**src/rtl/i2c_pkg.sv**
```systemverilog
// Shared definitions for the I2C slave register map: write FSM states and
// default register-file geometry.
package i2c_pkg;

  localparam int unsigned NREG_DEFAULT    = 16;
  localparam int unsigned RO_BASE_DEFAULT = 12;

  typedef enum logic [1:0] {
    ST_IDLE    = 2'd0,
    ST_GET_PTR = 2'd1,
    ST_WR_DATA = 2'd2
  } wr_state_e;

endpackage

```
**src/rtl/i2c_regmap.sv**
```systemverilog
// Byte-wide register map behind an I2C slave: auto-incrementing pointer,
// writable config registers, hardware-owned status registers, one-entry read buffer.
module i2c_regmap
  import i2c_pkg::*;
#(
  parameter int unsigned NREG    = NREG_DEFAULT,
  parameter int unsigned RO_BASE = RO_BASE_DEFAULT,
  localparam int unsigned AW     = $clog2(NREG)
) (
  input  logic                 clk_i,
  input  logic                 rst_i,
  input  logic [7:0]           rx_data_i,
  input  logic                 rx_valid_i,
  input  logic                 rx_active_i,
  output logic [7:0]           tx_data_o,
  output logic                 tx_valid_o,
  input  logic                 tx_ready_i,
  input  logic                 hw_we_i,
  input  logic [AW-1:0]        hw_addr_i,
  input  logic [7:0]           hw_wdata_i,
  output logic [8*RO_BASE-1:0] cfg_regs_o,
  output logic                 cfg_update_o,
  output logic [AW-1:0]        cfg_addr_o
);

  wr_state_e     state_q;
  logic [AW-1:0] ptr_q, ptr_d;
  logic          rx_active_q;
  logic [7:0]    regs_q [NREG];
  logic [7:0]    tx_data_q;
  logic          tx_full_q;
  logic          cfg_update_q;
  logic [AW-1:0] cfg_addr_q;

  logic ptr_wr;
  logic cfg_we;
  logic hw_wr;
  logic tx_take;

  assign tx_valid_o = tx_full_q & ~rx_active_i;
  assign tx_take    = tx_valid_o & tx_ready_i;
  assign hw_wr      = hw_we_i & (32'(hw_addr_i) >= RO_BASE);

  // The write path owns the pointer whenever it moves it; a read handshake
  // in the same cycle (only possible as rx_active falls) loses.
  // NOTE: combinational blocks assign every output a default first so no latch is inferred.
  always_comb begin
    ptr_wr = 1'b0;
    cfg_we = 1'b0;
    ptr_d  = ptr_q;
    unique case (state_q)
      ST_GET_PTR: if (rx_valid_i) begin
        ptr_wr = 1'b1;
        ptr_d  = rx_data_i[AW-1:0];
      end
      ST_WR_DATA: if (rx_valid_i) begin
        ptr_wr = 1'b1;
        cfg_we = 32'(ptr_q) < RO_BASE;
        ptr_d  = ptr_q + AW'(1);
      end
      default: ;
    endcase
    if (!ptr_wr && tx_take) ptr_d = ptr_q + AW'(1);
  end

  // NOTE: sequential state uses non-blocking assignments so every register samples pre-edge values.
  always_ff @(posedge clk_i or posedge rst_i) begin
    if (rst_i) begin
      state_q      <= ST_IDLE;
      ptr_q        <= '0;
      rx_active_q  <= 1'b0;
      tx_data_q    <= 8'h00;
      tx_full_q    <= 1'b0;
      cfg_update_q <= 1'b0;
      cfg_addr_q   <= '0;
    end else begin
      rx_active_q  <= rx_active_i;
      ptr_q        <= ptr_d;
      cfg_update_q <= cfg_we;
      if (cfg_we) cfg_addr_q <= ptr_q;

      unique case (state_q)
        ST_IDLE:    if (rx_active_i && !rx_active_q) state_q <= ST_GET_PTR;
        ST_GET_PTR: if (!rx_active_i) state_q <= ST_IDLE;
                    else if (rx_valid_i) state_q <= ST_WR_DATA;
        ST_WR_DATA: if (!rx_active_i) state_q <= ST_IDLE;
        default:    state_q <= ST_IDLE;
      endcase

      // A moved pointer invalidates the buffered byte; it is refetched from the new address.
      if (ptr_wr || tx_take) begin
        tx_full_q <= 1'b0;
      end else if (!tx_full_q && !rx_active_i) begin
        tx_data_q <= regs_q[ptr_q];
        tx_full_q <= 1'b1;
      end
    end
  end

  // NOTE: the register array is reset because the register map must read 0x00 after reset.
  always_ff @(posedge clk_i or posedge rst_i) begin
    if (rst_i) begin
      for (int i = 0; i < int'(NREG); i++) regs_q[i] <= 8'h00;
    end else begin
      if (cfg_we) regs_q[ptr_q] <= rx_data_i;
      if (hw_wr)  regs_q[hw_addr_i] <= hw_wdata_i;
    end
  end

  for (genvar k = 0; k < int'(RO_BASE); k++) begin : g_cfg
    assign cfg_regs_o[8*k +: 8] = regs_q[k];
  end

  assign tx_data_o    = tx_data_q;
  assign cfg_update_o = cfg_update_q;
  assign cfg_addr_o   = cfg_addr_q;

endmodule

```
**config.mk**
```make
export PLATFORM = sky130hd
export DESIGN_NAME = i2c_regmap
export DESIGN_NICKNAME = d
export VERILOG_FILES = /design/src/rtl/i2c_pkg.sv /design/src/rtl/i2c_regmap.sv
export SDC_FILE = /design/constraint.sdc
export NUM_CORES = 1
export LEC_CHECK = 0
export CAP_MARGIN = 15
export CELL_PAD_IN_SITES_DETAIL_PLACEMENT = 1
export CELL_PAD_IN_SITES_GLOBAL_PLACEMENT = 1
export CORE_MARGIN = 2
export CORE_UTILIZATION = 45
export DETAILED_ROUTE_END_ITERATION = 7
export PLACE_DENSITY_LB_ADDON = 0.1
export SETUP_SLACK_MARGIN = 0.2
export SYNTH_ARGS = -nofsm -noshare
export SYNTH_HDL_FRONTEND = slang
export SYNTH_SLANG_ARGS = --single-unit
```
**constraint.sdc**
```tcl
create_clock -name clk_i -period 11.2 [get_ports clk_i]
set_clock_uncertainty 0.05 [all_clocks]
set_input_delay 1.12 -clock clk_i [delete_from_list [all_inputs] [get_ports clk_i]]
set_output_delay 1.12 -clock clk_i [all_outputs]
set_load 0.005 [all_outputs]
```
Word-level counts from Yosys, hierarchy flattened
Index checks and enable logic that the tools add are counted.
- input port bits: 26
- word-level logic and storage cells: 87
- output and inout port bits: 110
- register bits after elaboration: 149
- eq/ne operators: 7
- reduce and logical (&&, ||, !) cells: 17
- bitwise gates (word level): 7
- add/sub/neg operators: 1
- mux-type cells: 26
- $lt $le $gt $ge: 6
- operators with widths (cell ; number):
    bitwise mux 128 bit ; 2
    two-way mux 128 bit ; 2
    demux 8 bit (select 4 bit) ; 2
    binary-select mux 8 bit (select 4 bit) ; 1
    two-way mux 8 bit ; 4
    two-way mux 4 bit ; 3
    greater-or-equal comparator 5 bit, second input constant ; 2
    < comparator 5 x 1 -> 1 bit, second input constant ; 2
    NOT 4 -> 5 bit ; 2
    != test 3 bit, second input constant ; 3
    two-way mux 2 bit ; 4
    case mux 4 bit (2 select lines) ; 1
    two-way mux 1 bit ; 6
    case mux 2 bit (3 select lines) ; 1
    AND reduction 3 bit ; 2
    logical AND 1 bit ; 5
    adder 4 x 1 -> 4 bit, second input constant ; 1
    greater-or-equal comparator 4 bit, second input constant ; 1
    zero test 1 bit ; 4
    < comparator 4 bit, second input constant ; 1
    != test 2 bit, second input constant ; 2
    AND 1 bit ; 3
    nonzero test 3 bit ; 1
    == test 2 x 1 -> 1 bit, second input constant ; 1
    other kinds (7) ; 8

Logic depth before layout (Yosys ltp)
Gate-level depths: netlist of the first run.
- word-level depth: 9
- mapped depth: 7
- depth with buffers taken out: 6

Worst setup path after synthesis of the first run
OpenSTA, ideal clock, no wires.
- kind: input-to-output
- from: input port rx_active_i
- to: output port tx_valid_o
- slack: 8.676 ns
- stages: 1
- data arrival time: 1.354 ns
- cells stage by stage: nor2b_1
- cells in the longest elaborated chain, start to end: 2
- RTL lines (element ; line ; source):
    start, declared ; i2c_regmap.sv:14 ; input logic rx_active_i,
    NOT 1 bit ; i2c_regmap.sv:40 ; assign tx_valid_o = tx_full_q & ~rx_active_i;
    AND 1 bit ; i2c_regmap.sv:40 ;
    end, declared ; i2c_regmap.sv:16 ; output logic tx_valid_o,
Every way passes these cells.

Worst setup path after layout of the first run
Same ends and word-level chain as after synthesis.

==> results.yml, run 1 <==
sta:
  setup-tns-final_ps: 0
  setup_violations: 0
  max_slew.worst_pin.slew_ps: 1150
  drv_slew: 0
  finalCritPeriodShare_pct: 32.5
  rsz0062_at_grt: "no"
  slew_headroom_pct: 23.2
  post-route-worst-setup-slack_ps: 7560
  final_hold_viol_count: 0
  finalCriticalPeriod_ps: 3640
  hold_slack_ps: 452
  fmax_ghz: 0.275
global_route:
  grt_pass1_wl_um: 29800
  grt_use_total_pct: 22.7
  overflow: 0
  grt_pass1_vias: 4989
  antenna_found_initial: 0
  grt_max_degree: 87
drt:
  dr.pass1.iters: 4
  drt_iter0_drc: 160
  wirelength_um: 19200
  vias: 4514
  ant_nets: 0
  drc_errors: 0
  drt-vias-per-instance: 5.44
  wl_per_cell_um: 23.1
clock_network:
  post-cts-setup-buffers: 0
  cts_hold_buf: 0
  post_cts_resized: 0
  cts-buffers-inserted: 17
  cts_root_buf: "clkbuf_16"
  h-tree-depth: 4
  cts_buffer_depth: 2
  cts_tree: "built"
  clk_pin_slew_ps: 60
  insertion_delay_ps: 420
  cts_sinks: 149
floorplan:
  die_area_um2: 17800
  die_w_um: 134
  initial_utilization_pct: 45.7
  die_y_um: 134
  core_area_um2: 16500
  ios: 136
  rows: 47
power:
  ir_worst_vdd_v: 0.000122
  p_leak_nw: 4.07
  p_per_area_nw_per_um2: 259
final_layout:
  insertedDiodeCount: 0
  nets: 634
  areaGrowthSynthToFinish_pct: 19.3
  drive_gt1_share_pct: 33.8
worst_setup_path:
  cp_max_fo: 5
  critPathTopFamily: "buffers and inverters"
  required_ps: 10030
  max_stage_delay_ps: 560
  endpoint_kind: "output pin"
  cp_num_buf_inv: 2
  cp.arrival_ps: 2470
  crit_type: "in2out"
  cp_num_cells: 3
  cp-start-kind: "primary input"
  worstRegToRegCells: 4
  path_common_cell: "clkdlybuf4s50_1"
  path_cells: "clkdlybuf4s50_1 -> nor2b_1 -> clkdlybuf4s50_1"
  cpMaxStageDelayCell: "clkdlybuf4s50_1"
yosys:
  synthesis.area_um2: 7560
  yosysUniqueCellTypes: 37
  yosysWarnings: 0
  syn_area_per_cell_um2: 13.5
  synth_flop_cell: "dfrtp_1"
  synth_edf_count: 0
  syn_inst: 561
  ys_seq_elements: 149
  yosysSeqAreaShare_pct: 49.3
  async_flop_share_pct: 100
  syn_nets: 597
run_status:
  status: "complete, no violations"
hold_path:
  holdPathStages: 1
  hp-class: "reg2reg"
placed_design:
  gp_congestion: 0.837
  pre_cts_slack_ps: 7560
  portBuffers: 135
  dp.final_hpwl_um: 13200
flow_run:
  max_cap_viol_count: 0
## flip-flops by register name, summed over array words and instances (netlist names)
name,count
regs_q,32
rx_active_q,1
state_q,2
tx_data_o,8
cfg_update_o,1
ptr_q,4
cfg_addr_o,4
tx_full_q,1
cfg_regs_o,96
## area by class of cell
class                           count  area, um^2
Tap cell                          220         275
Inverter                           10        42.5
Clock inverter                      9         174
Clock buffer                       22         474
Timing Repair Buffer              137        1370
Fill cell                        1581        7510
Multi-Input combinational cell    283        2950
Sequential cell                   149        3730
## final timing paths
check                      slack, ps            to         from
max reg2reg                     8610  tx_data_o[6]     ptr_q[0]
max in group asynchronous       8580      ptr_q[1]        rst_i
min                              450     regs_q[2]    regs_q[2]
max                             7560    tx_valid_o  rx_active_i
min reg2reg                      450     regs_q[2]    regs_q[2]
min in group asynchronous       1180   rx_active_q        rst_i
## metal layers
| metal | GRT usage, % | share of wire [%] |
|---|---|---|
| met1 | 29.7 | 43 |
| met3 | 5.18 | 5.3 |
| met4 | 7.39 | 1.8 |
| met2 | 37.7 | 50 |
| met5 | 0 | 0 |
## report_power, final
group | total [mW] | internal [mW] | switching (mW)
Sequential | 0.896 | 0.712 | 0.184
Clock | 0.631 | 0.411 | 0.220
Combinational | 0.807 | 0.500 | 0.307
## cell usage in the layout, fill, tap and decap left out, types with 8 or more instances in the layout
cell             netlist  final
inv_1                 10      9
a22oi_1               10     10
nor2_1                16     16
ha_1                  10     10
a31oi_1                9      9
clkdlybuf4s50_1        0    135
nand2_2               12     12
dfrtp_1              149    147
nand2_1                8      8
mux4_2                24     24
o22ai_1                8      8
a21oi_1               10     10
mux2i_1               20     20
clkbuf_16              0     17
mux2_2               126    126
## synthesized netlist by cell type (2+ instances only)
cell / instances / area share (%)
o22ai_1: 8 / 0.66
inv_1: 10 / 0.50
mux4_2: 24 / 7.2
mux2i_1: 20 / 2.6
buf_4: 102 / 10
mux2_1: 5 / 0.74
a31oi_1: 9 / 0.74
nor3_4: 3 / 0.65
nor2_1: 16 / 0.79
o21ai_0: 4 / 0.26
ha_1: 10 / 1.7
nand2_1: 8 / 0.40
nand2_2: 12 / 0.99
clkbuf_1: 11 / 0.55
a22oi_1: 10 / 0.99
mux2_2: 126 / 19
buf_2: 5 / 0.33
dfrtp_1: 149 / 49
a21oi_1: 10 / 0.66
nand3b_1: 2 / 0.20
## per-stage QoR
stage | instance area, um^2 | std cells | utilization (%) | power, mW
global placement | 8370 | 799 | 50.6 | 1.69
detailed placement | 8370 | 799 | 50.6 | 1.72
finish | 9020 | 830 | 54.6 | 2.33
CTS | 9020 | 830 | 54.6 | 2.36
global route | 9020 | 830 | 54.6 | 2.45
floorplan | 7560 | 561 | - | 1.43
## kinds of logic after synthesis
family | after synthesis | share of synthesized area (%)
compound gates | 48 | 4.19
fa+ha+maj | 10 | 1.66
buf+inv | 129 | 11.7
flops | 149 | 49.3
mux | 175 | 29.3
simple gates | 50 | 3.84
Note: power is estimated with default switching activity, not from simulation.
==> run 2, diff against run 1 <==
- CORE_UTILIZATION: 45 -> 43
- clock period: 11.2 -> 3.55 ns (I/O delays scaled with it)
==> run 2 against run 1 <==
  * Flip-flop and latch count did not move
  * Largest power group unchanged
  * Register-to-register slack lost 7500 ps
  * Worst setup slack got worse by 6400 ps
  * First-iteration DRC count increased by 11%
  * Core utilization shrank 2.3 points
  * Combinational power rose to 3.2 times the previous value
  * Cell area hardly changed
  * Clock power grew to 2.7 times the previous value
==> results.yml, run 2 (synthesized netlist as in run 1, its figures left out) <==
clock_network:
  cts_buffer_depth: 2
  cts_sinks: 149
  cts_root_buf: "clkbuf_16"
  h-tree-depth: 4
  clk_pin_slew_ps: 60
  cts_tree: "built"
  insertion_delay_ps: 420
  cts_hold_buf: 0
  cts-buffers-inserted: 17
  post_cts_resized: 0
  post-cts-setup-buffers: 0
floorplan:
  die_y_um: 137
  core_area_um2: 17200
  ios: 136
  initial_utilization_pct: 43.8
  die_area_um2: 18700
  rows: 48
  die_w_um: 137
drt:
  drt_iter0_drc: 178
  ant_nets: 0
  drc_errors: 0
  vias: 4552
  drt-vias-per-instance: 5.41
  dr.pass1.iters: 4
  wl_per_cell_um: 23.0
  wirelength_um: 19300
sta:
  setup_violations: 0
  rsz0062_at_grt: "no"
  setup-tns-final_ps: 0
  finalCritPeriodShare_pct: 67.7
  slew_headroom_pct: 37.0
  finalCriticalPeriod_ps: 2400
  drv_slew: 0
  final_hold_viol_count: 0
  max_slew.worst_pin.slew_ps: 945
  fmax_ghz: 0.416
final_layout:
  nets: 640
  areaGrowthSynthToFinish_pct: 19.3
  mostFrequentLayoutCells: "dfrtp_1 (148), clkdlybuf4s50_1 (135), mux2_2 (126)"
  largest_reg_flops: 96
  insertedDiodeCount: 0
  final_area_um2: 9010
  finalCoreUtilization_pct: 52.3
  final_common_cell: "dfrtp_1"
  drive_gt1_share_pct: 34.6
power:
  ir_worst_vdd_v: 0.000366
  p_per_area_nw_per_um2: 793
  p_leak_nw: 4.07
  power.total_mw: 7.15
placed_design:
  dp.final_hpwl_um: 13700
  gp_congestion: 0.848
  placed_area_um2: 8440
  portBuffers: 135
worst_setup_path:
  crit_type: "reg2reg"
  path_cells: "buf_4 -> mux2i_1 -> o22ai_1 -> a21oi_1 -> a31oi_1"
  cp_num_buf_inv: 1
  required_ps: 3790
  endpoint_kind: "flop"
  max_stage_delay_ps: 850
  cp.arrival_ps: 2640
  critPathTopFamily: "flip-flops"
  cp_max_fo: 23
  cp-start-kind: "flop"
  cpMaxStageDelayCell: "dfrtp_2"
hold_path:
  hp-class: "in2async"
run_status:
  status: "complete, no violations"
global_route:
  grt_pass1_wl_um: 29400
  overflow: 0
  grt_pass1_vias: 4938
  antenna_found_initial: 0
  grt_max_degree: 49
  grt_use_total_pct: 21.8
flow_run:
  max_cap_viol_count: 0
==> run 2: cell types whose count changed in the layout (fill, tap and decap cells not counted), sizes merged <==
| cell | change |
|---|---|
| inv | -1 |
| clkinv | +3 |
| clkinvlp | +2 |
| buf | +6 |
| bufinv | -4 |
==> run 2: cell type report <==
type | instances | area (um^2)
Sequential cell | 149 | 3730
Clock inverter | 9 | 76.3
Clock buffer | 22 | 494
Multi-Input combinational cell | 283 | 2950
Inverter | 10 | 41.3
Fill cell | 1686 | 8220
Timing Repair Buffer | 143 | 1440
Tap cell | 225 | 282
==> run 2: final timing paths <==
check / startpoint / to / slack [ps] / cells after the start
worst max-delay path: ptr_q[0] / tx_data_o[1] / 1150 / 5
worst min register to register: regs_q[14] / regs_q[14] / 450 / 1
worst max register to register: ptr_q[0] / tx_data_o[1] / 1150 / 5
max in group asynchronous: rst_i / cfg_regs_o[29] / 2150 / 3
min in group clk_i: regs_q[14] / regs_q[14] / 450 / 1
worst min-delay path: rst_i / regs_q[15] / 410 / 2
==> run 2: per-layer routing <==
metal,global-route usage [%],routed length (um)
met5,0,0
met4,6.83,340
met3,4.93,1070
met2,35.5,9560
met1,29.2,8340
==> run 2: where the power goes <==
part | internal [mW] | switching, mW
Clock | 1.05 | 0.686
Sequential | 2.24 | 0.575
Combinational | 1.60 | 0.993
Total | 4.89 | 2.25
==> run 2: metrics by stage <==
stage               instances  hold slack (ps)  setup WS, ps
floorplan                 561              336          1270
global placement          810              432          1210
detailed placement        810              442          1150
CTS                       841              433          1100
global route              841              461          1000
finish                    841              410          1150
